**src/rtl/derotate16_seq.sv**
```systemverilog
// rtl/derotate16_seq.sv - sequential 16-bit inverse rotator with start/ready/done handshake
//
// Undoes a rotation of `amt` positions in direction `lr` one position per
// clock. With DEROT_STEP4_EN defined the datapath may also step by four
// positions per clock while the remaining count is at least four.
//
// Ports:
//   clk    in   1   system clock, rising edge
//   reset  in   1   synchronous, active-high reset
//   start  in   1   request, accepted only while ready=1
//   a      in   16  rotated word, sampled on the accepting edge
//   amt    in   4   rotation amount originally applied
//   lr     in   1   1 = was rotated left (undo right), 0 = was rotated right (undo left)
//   y      out  16  restored word, registered, changes only on entry to DONE
//   ready  out  1   high in IDLE
//   busy   out  1   high in RUN and DONE
//   done   out  1   single-cycle result pulse

module derotate16_seq (
   input  logic        clk,
   input  logic        reset,
   input  logic        start,
   input  logic [15:0] a,
   input  logic [3:0]  amt,
   input  logic        lr,
   output logic [15:0] y,
   output logic        ready,
   output logic        busy,
   output logic        done
);

   localparam logic [1:0] ST_IDLE = 2'd0;
   localparam logic [1:0] ST_RUN  = 2'd1;
   localparam logic [1:0] ST_DONE = 2'd2;

   logic [1:0]  state;
   logic [15:0] work;
   logic [3:0]  cnt;
   logic        dir;

   logic [3:0]  step;
   logic [15:0] work_nxt;

   // dir=1 means the word was rotated left, so each step rotates right.
`ifdef DEROT_STEP4_EN
   always_comb begin
      step     = (cnt >= 4'd4) ? 4'd4 : 4'd1;
      work_nxt = work;
      if (step == 4'd4)
         work_nxt = dir ? {work[3:0], work[15:4]} : {work[11:0], work[15:12]};
      else
         work_nxt = dir ? {work[0], work[15:1]} : {work[14:0], work[15]};
   end
`else
   always_comb begin
      step     = 4'd1;
      work_nxt = dir ? {work[0], work[15:1]} : {work[14:0], work[15]};
   end
`endif

   always_ff @(posedge clk) begin
      if (reset) begin
         state <= ST_IDLE;
         y     <= 16'h0000;
         work  <= 16'h0000;
         cnt   <= 4'd0;
         dir   <= 1'b0;
      end else begin
         case (state)
            ST_IDLE: begin
               if (start) begin
                  work <= a;
                  cnt  <= amt;
                  dir  <= lr;
                  if (amt == 4'd0) begin
                     y     <= a;
                     state <= ST_DONE;
                  end else begin
                     state <= ST_RUN;
                  end
               end
            end
            ST_RUN: begin
               work <= work_nxt;
               cnt  <= cnt - step;
               // step never exceeds cnt, so equality marks the final step
               if (cnt == step) begin
                  y     <= work_nxt;
                  state <= ST_DONE;
               end
            end
            ST_DONE: begin
               state <= ST_IDLE;
            end
            default: begin
               state <= ST_IDLE;
            end
         endcase
      end
   end

   assign ready = (state == ST_IDLE);
   assign busy  = (state == ST_RUN) || (state == ST_DONE);
   assign done  = (state == ST_DONE);

endmodule

```
**config.mk**
```make
export PLATFORM = sky130hd
export DESIGN_NAME = derotate16_seq
export DESIGN_NICKNAME = d
export VERILOG_FILES = /design/src/rtl/derotate16_seq.sv
export SDC_FILE = /design/constraint.sdc
export NUM_CORES = 1
export LEC_CHECK = 0
export CAP_MARGIN = 40
export CORE_AREA = 2 2 71 79
export CTS_BUF_LIST = sky130_fd_sc_hd__clkbuf_4 sky130_fd_sc_hd__clkbuf_8
export DETAILED_ROUTE_END_ITERATION = 10
export DIE_AREA = 0 0 73 81
export MAX_ROUTING_LAYER = met4
export SETUP_SLACK_MARGIN = 0.05
export SYNTH_ARGS = -nofsm -noshare
export SYNTH_HDL_FRONTEND = slang
export SYNTH_SLANG_ARGS = --single-unit
```
**constraint.sdc**
```tcl
create_clock -name clk -period 1.77 [get_ports clk]
set_input_delay 0.354 -clock clk [delete_from_list [all_inputs] [get_ports clk]]
set_output_delay 0.354 -clock clk [all_outputs]
set_load 0.02 [all_outputs]
```
Yosys cells after proc, flatten, opt, wreduce, memory -nomap -nowiden
Index checks and enable logic that the tools add are counted.
{ "totals": {"elab_cells": 33, "memories": 0, "latchBits": 0, "inputBits": 24, "mem_bits_rw": 0, "ff_bits": 39, "rom_bits": 0} }
{ "classes": {"eq_ne": 6, "n_reduce_logical": 8, "magnitude_cmp": 0, "shift": 0, "addsub": 1, "bitwise_logic": 0, "mul": 0, "n_div": 0, "mux": 13} }
{ "op_table": {"columns": ["operator", "count"], "rows": [
  ["2-to-1 mux 16 bit", 5],
  ["case mux 16 bit (2 select lines)", 2],
  ["case mux 4 bit (2 select lines)", 1],
  ["2-to-1 mux 2 bit", 3],
  ["AND reduction 2 bit", 3],
  ["== test 4 x 1 -> 1 bit (second input constant)", 1],
  ["zero test 4 bit", 1],
  ["2-to-1 mux 4 bit", 1],
  ["inequality test 2 bit (second input constant)", 2],
  ["case mux 2 bit (2 select lines)", 1],
  ["AND reduction 4 bit", 1],
  ["subtractor 4 x 1 -> 4 bit (second input constant)", 1],
  ["== test 2 x 1 -> 1 bit (second input constant)", 1],
  ["== test 2 bit (second input constant)", 1],
  ["zero test 2 bit", 1],
  ["inequality test 2 x 1 -> 1 bit (second input constant)", 1],
  ["nonzero test 2 bit", 1],
  ["logical OR 1 bit", 1]
]} }

Depth between registers and ports, before layout
{ "depth": {"depth_word": 4, "depth_mapped": 9, "ltp_nobuf": 6} }

Worst setup path before layout
Ideal clock, no wire load.
{ "synth_path": {"kind": "register -> register", "from": "register state[1]", "to": "register cnt[1]", "arrival_ns": 1.658, "setup_ns": 0.128, "slack_ns": -0.016, "stages_incl_launch_ff": 9, "synth_period_minus_slack_ns": 1.786, "cell_sequence": "dfxtp_1 > inv_1 > ha_1 > buf_2 > mux2i_1 > clkbuf_1 > a211oi_1 > a21oi_1 > nor2_1"} }
{ "synth_via": {"elab_chain_len": 3, "word_cells_on_any_way": 6, "cone_classes": "2 x eq/ne; 1 x mux; 3 x reduce/logical"} }
{ "synth_lines": {"columns": ["item", "line", "source"], "rows": [
  ["from (decl)", "36", "logic [1:0] state;"],
  ["from (signal assigned)", "63", "state <= ST_IDLE;"],
  ["from (signal assigned)", "77", "state <= ST_DONE;"],
  ["from (signal assigned)", "79", "state <= ST_RUN;"],
  ["zero test 2 bit (*)", null, null],
  ["via ready", "27", "output logic ready,"],
  ["inequality test 2 bit (no line) or nonzero test 2 bit (tied branches)", null, null],
  ["AND reduction 2 bit (no line)", null, null],
  ["to (signal assigned)", "73", "cnt <= amt;"],
  ["to (signal assigned)", "85", "cnt <= cnt - step;"],
  ["to (decl)", "38", "logic [3:0] cnt;"]
]} }
The timed path passes the listed nets; every way through them passes the cells marked *.
A chain may end at the register's enable or synchronous reset.

Worst setup path after layout
{ "layout_path": {"from": "register state[0]", "to": "output port busy"} }
{ "layout_via": {"elab_chain_len": 2, "word_cells_on_any_way": 3, "cone_classes": "2 x eq/ne; 1 x reduce/logical"} }
{ "layout_lines": {"columns": ["item", "line", "source"], "rows": [
  ["== test 2 x 1 -> 1 bit or == test 2 bit (tied branches)", "103", "assign busy = (state == ST_RUN) || (state == ST_DONE);"],
  ["logical OR 1 bit (*)", "103", null],
  ["to (decl)", "28", "output logic busy,"]
]} }
Every way passes the cells marked *; elsewhere a longest branch is shown, timed or not.

==> Flow_metrics.wiki <==
{| class="wikitable"
! Metric !! Value
|-
| Port Buffer Count || 42
|-
| Worst path setup slack after routing || approximately 0.11 ns
|-
| Synth Cell Area || between 1500 and 2000 µm²
|-
| Flop and latch count out of synthesis || 39
|-
| Hold WC Path Type || reg -> reg
|-
| Pre-Repair DR Iteration Count || 5
|-
| Hold buffer count at cts || 0
|-
| Sum of met2 wire segment lengths after detailed routing || approximately 2500 µm
|-
| Standby leakage power || between 0.9 and 1 nW
|-
| Number of antenna violations at the first check in global routing || 0
|-
| Total met3 wirelength after detailed routing || 208 µm
|-
| P&R area growth vs syn || 38.6%
|-
| Number of standard cells after synthesis || approximately 250
|-
| Vertical die dimension || 81 µm
|-
| Source-to-sink clock delay at the later pin of the worst-skew pair || between 0.2 and 0.3 ns
|-
| Max-capacitance violation count || 0
|-
| Number of endpoints with negative hold slack in the final report || 0
|-
| Arr. time, crit path || between 1 and 1.5 ns
|-
| Total Wirelength || roughly 5000 µm
|-
| DRC marker count from the first detailed-route iteration || 86
|-
| Main flop type after synthesis || sky130_fd_sc_hd__dfxtp_1
|-
| Average vias per placed instance || between 5 and 6
|-
| Initial Util || 0.379
|-
| Synth unique cells || 29
|-
| Setup repair after global routing missed its margin || yes
|-
| Measured slew at the worst slew-check pin || around 0.45 ns
|-
| Antenna violation net count after detailed routing || 0
|-
| Share of cells above drive strength 1 || 0.136
|-
| Diode insertion count for antenna repair || 0
|-
| Final-report max-slew violation count || 0
|-
| Sum of routed wire segments on met1 || 2280 µm
|-
| Number of cells in the finished layout apart from fillers || between 300 and 400
|-
| Post-Route Utilization || 0.525
|-
| Number of enable flip-flop cells after synthesis || 0
|-
| Overall track demand over capacity in global routing || 0.181
|-
| Slowest Stage Delay on Critical Path || about 0.37 ns
|-
| Placed Instances || about 350
|-
| Clock tree from TritonCTS || built
|-
| Post-detailed-route DRC marker count || 0
|-
| Synth Area per Inst || approximately 7.8 µm²
|-
| Library cell occupying the most area in the post-synthesis netlist || sky130_fd_sc_hd__dfxtp_1
|-
| Post-Synthesis Net Count || around 280
|-
| Worst setup SP type || flop
|-
| Number of H-tree levels || 2
|-
| Core area || ~5200 µm²
|-
| Top routing layer in use || met4
|-
| Nets || approximately 330
|-
| Hold Path End || dir
|-
| Reg2Reg Launch Point || cnt[1]
|-
| Ranking of synthesized cells by area || sky130_fd_sc_hd__dfxtp_1, sky130_fd_sc_hd__a21oi_1, sky130_fd_sc_hd__mux2i_1, sky130_fd_sc_hd__nand2_1, sky130_fd_sc_hd__o21ai_0
|-
| Hold-critical path depth || 2
|-
| Area post-placement || 2570 µm²
|-
| Most frequent cells after synthesis || sky130_fd_sc_hd__a21oi_1, sky130_fd_sc_hd__dfxtp_1, sky130_fd_sc_hd__nand2_1
|-
| Share of the synthesized area in the top cell type || 0.395
|-
| Floorplan die area || between 5000 and 6000 µm²
|-
| Die Wd || about 73 µm
|-
| Number of global-route vias before repair || around 1700
|-
| HPWL after detailed placement || 3420 µm
|-
| Total clock sinks || 39
|-
| Critical path's slowest cell || sky130_fd_sc_hd__dfxtp_2
|-
| Sum of overflow across all layers after global routing || 0
|-
| Final worst path period share || 0.937
|-
| Maximum fanout along the worst path || 3
|-
| Pin count of the biggest net entering global routing || 40
|-
| Number of synthesis warnings || 0
|-
| Last weighted congestion value of the routability-driven placer || 0.775
|-
| Number of filler instances in the final layout || a little over 500
|-
| Standard-cell row count || 28
|-
| Reg2Reg Setup Slack || around 0.13 ns
|-
| Number of buffers inserted during clock tree synthesis || 5
|-
| Outcome || finished clean
|-
| Capture point of the worst reg-to-reg path || y[2]
|-
| Clock skew after layout || around 0.0059 ns
|-
| Final Instance Area || approximately 2700 µm²
|-
| Final sum of negative setup slack || 0 ns
|-
| Setup slack after placement || -0.272 ns
|-
| CTS Buffer Depth || 2
|-
| Min-delay src || dir
|-
| Power density over the cells || approximately 990 nW/µm²
|-
| Most numerous cell in the Yosys netlist || sky130_fd_sc_hd__a21oi_1
|-
| Final critical path time including I/O delays and setup || ~1.7 ns
|-
| Buffer cell driving the clock tree root || sky130_fd_sc_hd__clkbuf_8
|-
| Max_slew headroom || 0.693
|-
| Worst reg-to-reg path cell count || 6
|-
| IR drop worst, VDD || 0.464 mV
|-
| Detailed-route wire length per cell || approximately 14 µm
|-
| Crit end category || primary output
|-
| Endpoint required time on the critical path || approximately 1.4 ns
|-
| Finish-stage setup viols || 0
|-
| Via Count || 1883
|-
| Seq/Total Area, Yosys || 0.395
|-
| Clock transition at the register clock pins on the worst setup and hold paths after CTS || around 0.07 ns
|-
| Critical setup path kind || reg -> out
|-
| First-pass GRT wire length || between 8000 and 9000 µm
|-
| Top achievable clock speed || a little over 600 MHz
|-
| Sequence of cells on the critical path || inv_1 > ha_4 > clkdlybuf4s15_1
|-
| Async S/R FF share, synth || 0
|-
| Top Ports || 43
|}
## worst max-delay path: cells and delay by family, from the launching register on
family,cells,cell delay [ns]
adders and majority gates,1,0.26
DFF,1,0.37
buffers and inverters,2,0.38
## sequential cells by signal (all words and copies together) (netlist names)
name	count
work	16
y	16
cnt	4
state	2
dir	1
## where the power goes
| part | switching, mW | internal, mW |
|---|---|---|
| sequential | 0.0651 | 0.970 |
| combinational | 0.500 | 0.422 |
| clock | 0.312 | 0.456 |
| total | 0.877 | 1.85 |
## cell families after synthesis
family | Yosys count | synth area share
AO/OA/AOI/OAI | 83 | 0.238
adder cells (fa/ha/maj) | 5 | 0.0316
buffers and inverters | 27 | 0.0664
flip-flops | 39 | 0.395
multiplexers | 19 | 0.0968
AND/OR/NAND/NOR | 79 | 0.172
## how the worst max path moves through the flow
stage          slack [ns]  startpoint       end
6_report             0.11    state[0]      busy
5_1_grt              0.02      cnt[1]  state[0]
4_1_cts              0.02    state[1]     ready
3_5_place_dp        -0.27      amt[3]      y[0]
3_3_place_gp        -0.25      amt[3]      y[8]
2_1_floorplan        0.06    state[1]      y[3]
## area by class of cell
cell class                      count  area, µm²  area share
Multi-Input combinational cell    186       1110       0.406
Sequential cell                    39        782       0.285
Timing Repair Buffer               61        627       0.229
Clock buffer                        6       82.6      0.0301
Tap cell                           60       75.1      0.0274
Clock inverter                      2       35.0      0.0128
Inverter                            7       26.3     0.00958
## stage by stage
step	hold slack, ns	power (mW)
2_1_floorplan	0.444	1.61
3_3_place_gp	0.453	1.94
3_5_place_dp	0.457	1.94
4_1_cts	0.472	2.71
5_1_grt	0.496	2.89
6_report	0.468	2.72
## layer usage
metal  GRT usage  vias to the layer above
li1            -                      974
met1       0.241                      852
met2       0.284                       52
met3      0.0347                        5
met4      0.0444                        0
met5           -                        -
## repair_timing
item / CTS / global route
buffers inserted: 0 / 1
pin swaps: 0 / 1
resized for setup: 6 / 11
setup endpoints to repair: 30 / 39
## cell usage in the layout (no fill, tap or decap), drive strengths merged
cell / netlist / final
a2111oi: 1 / 1
a211oi: 1 / 1
a21oi: 54 / 54
a221oi: 2 / 2
a22o: 2 / 2
a22oi: 1 / 1
and2b: 1 / 1
buf: 11 / 19
bufinv: 0 / 1
clkbuf: 9 / 6
clkdlybuf4s15: 0 / 1
clkdlybuf4s50: 0 / 39
clkinv: 0 / 1
dfxtp: 39 / 39
dlygate4sd2: 0 / 2
ha: 5 / 5
inv: 7 / 7
mux2: 1 / 1
mux2i: 18 / 18
nand2: 37 / 37
nand3: 17 / 17
nor2: 21 / 21
nor3: 1 / 1
nor4: 1 / 1
o21ai: 21 / 21
o2bb2ai: 1 / 1
or3b: 1 / 1
(Power assumes the default switching activity.)
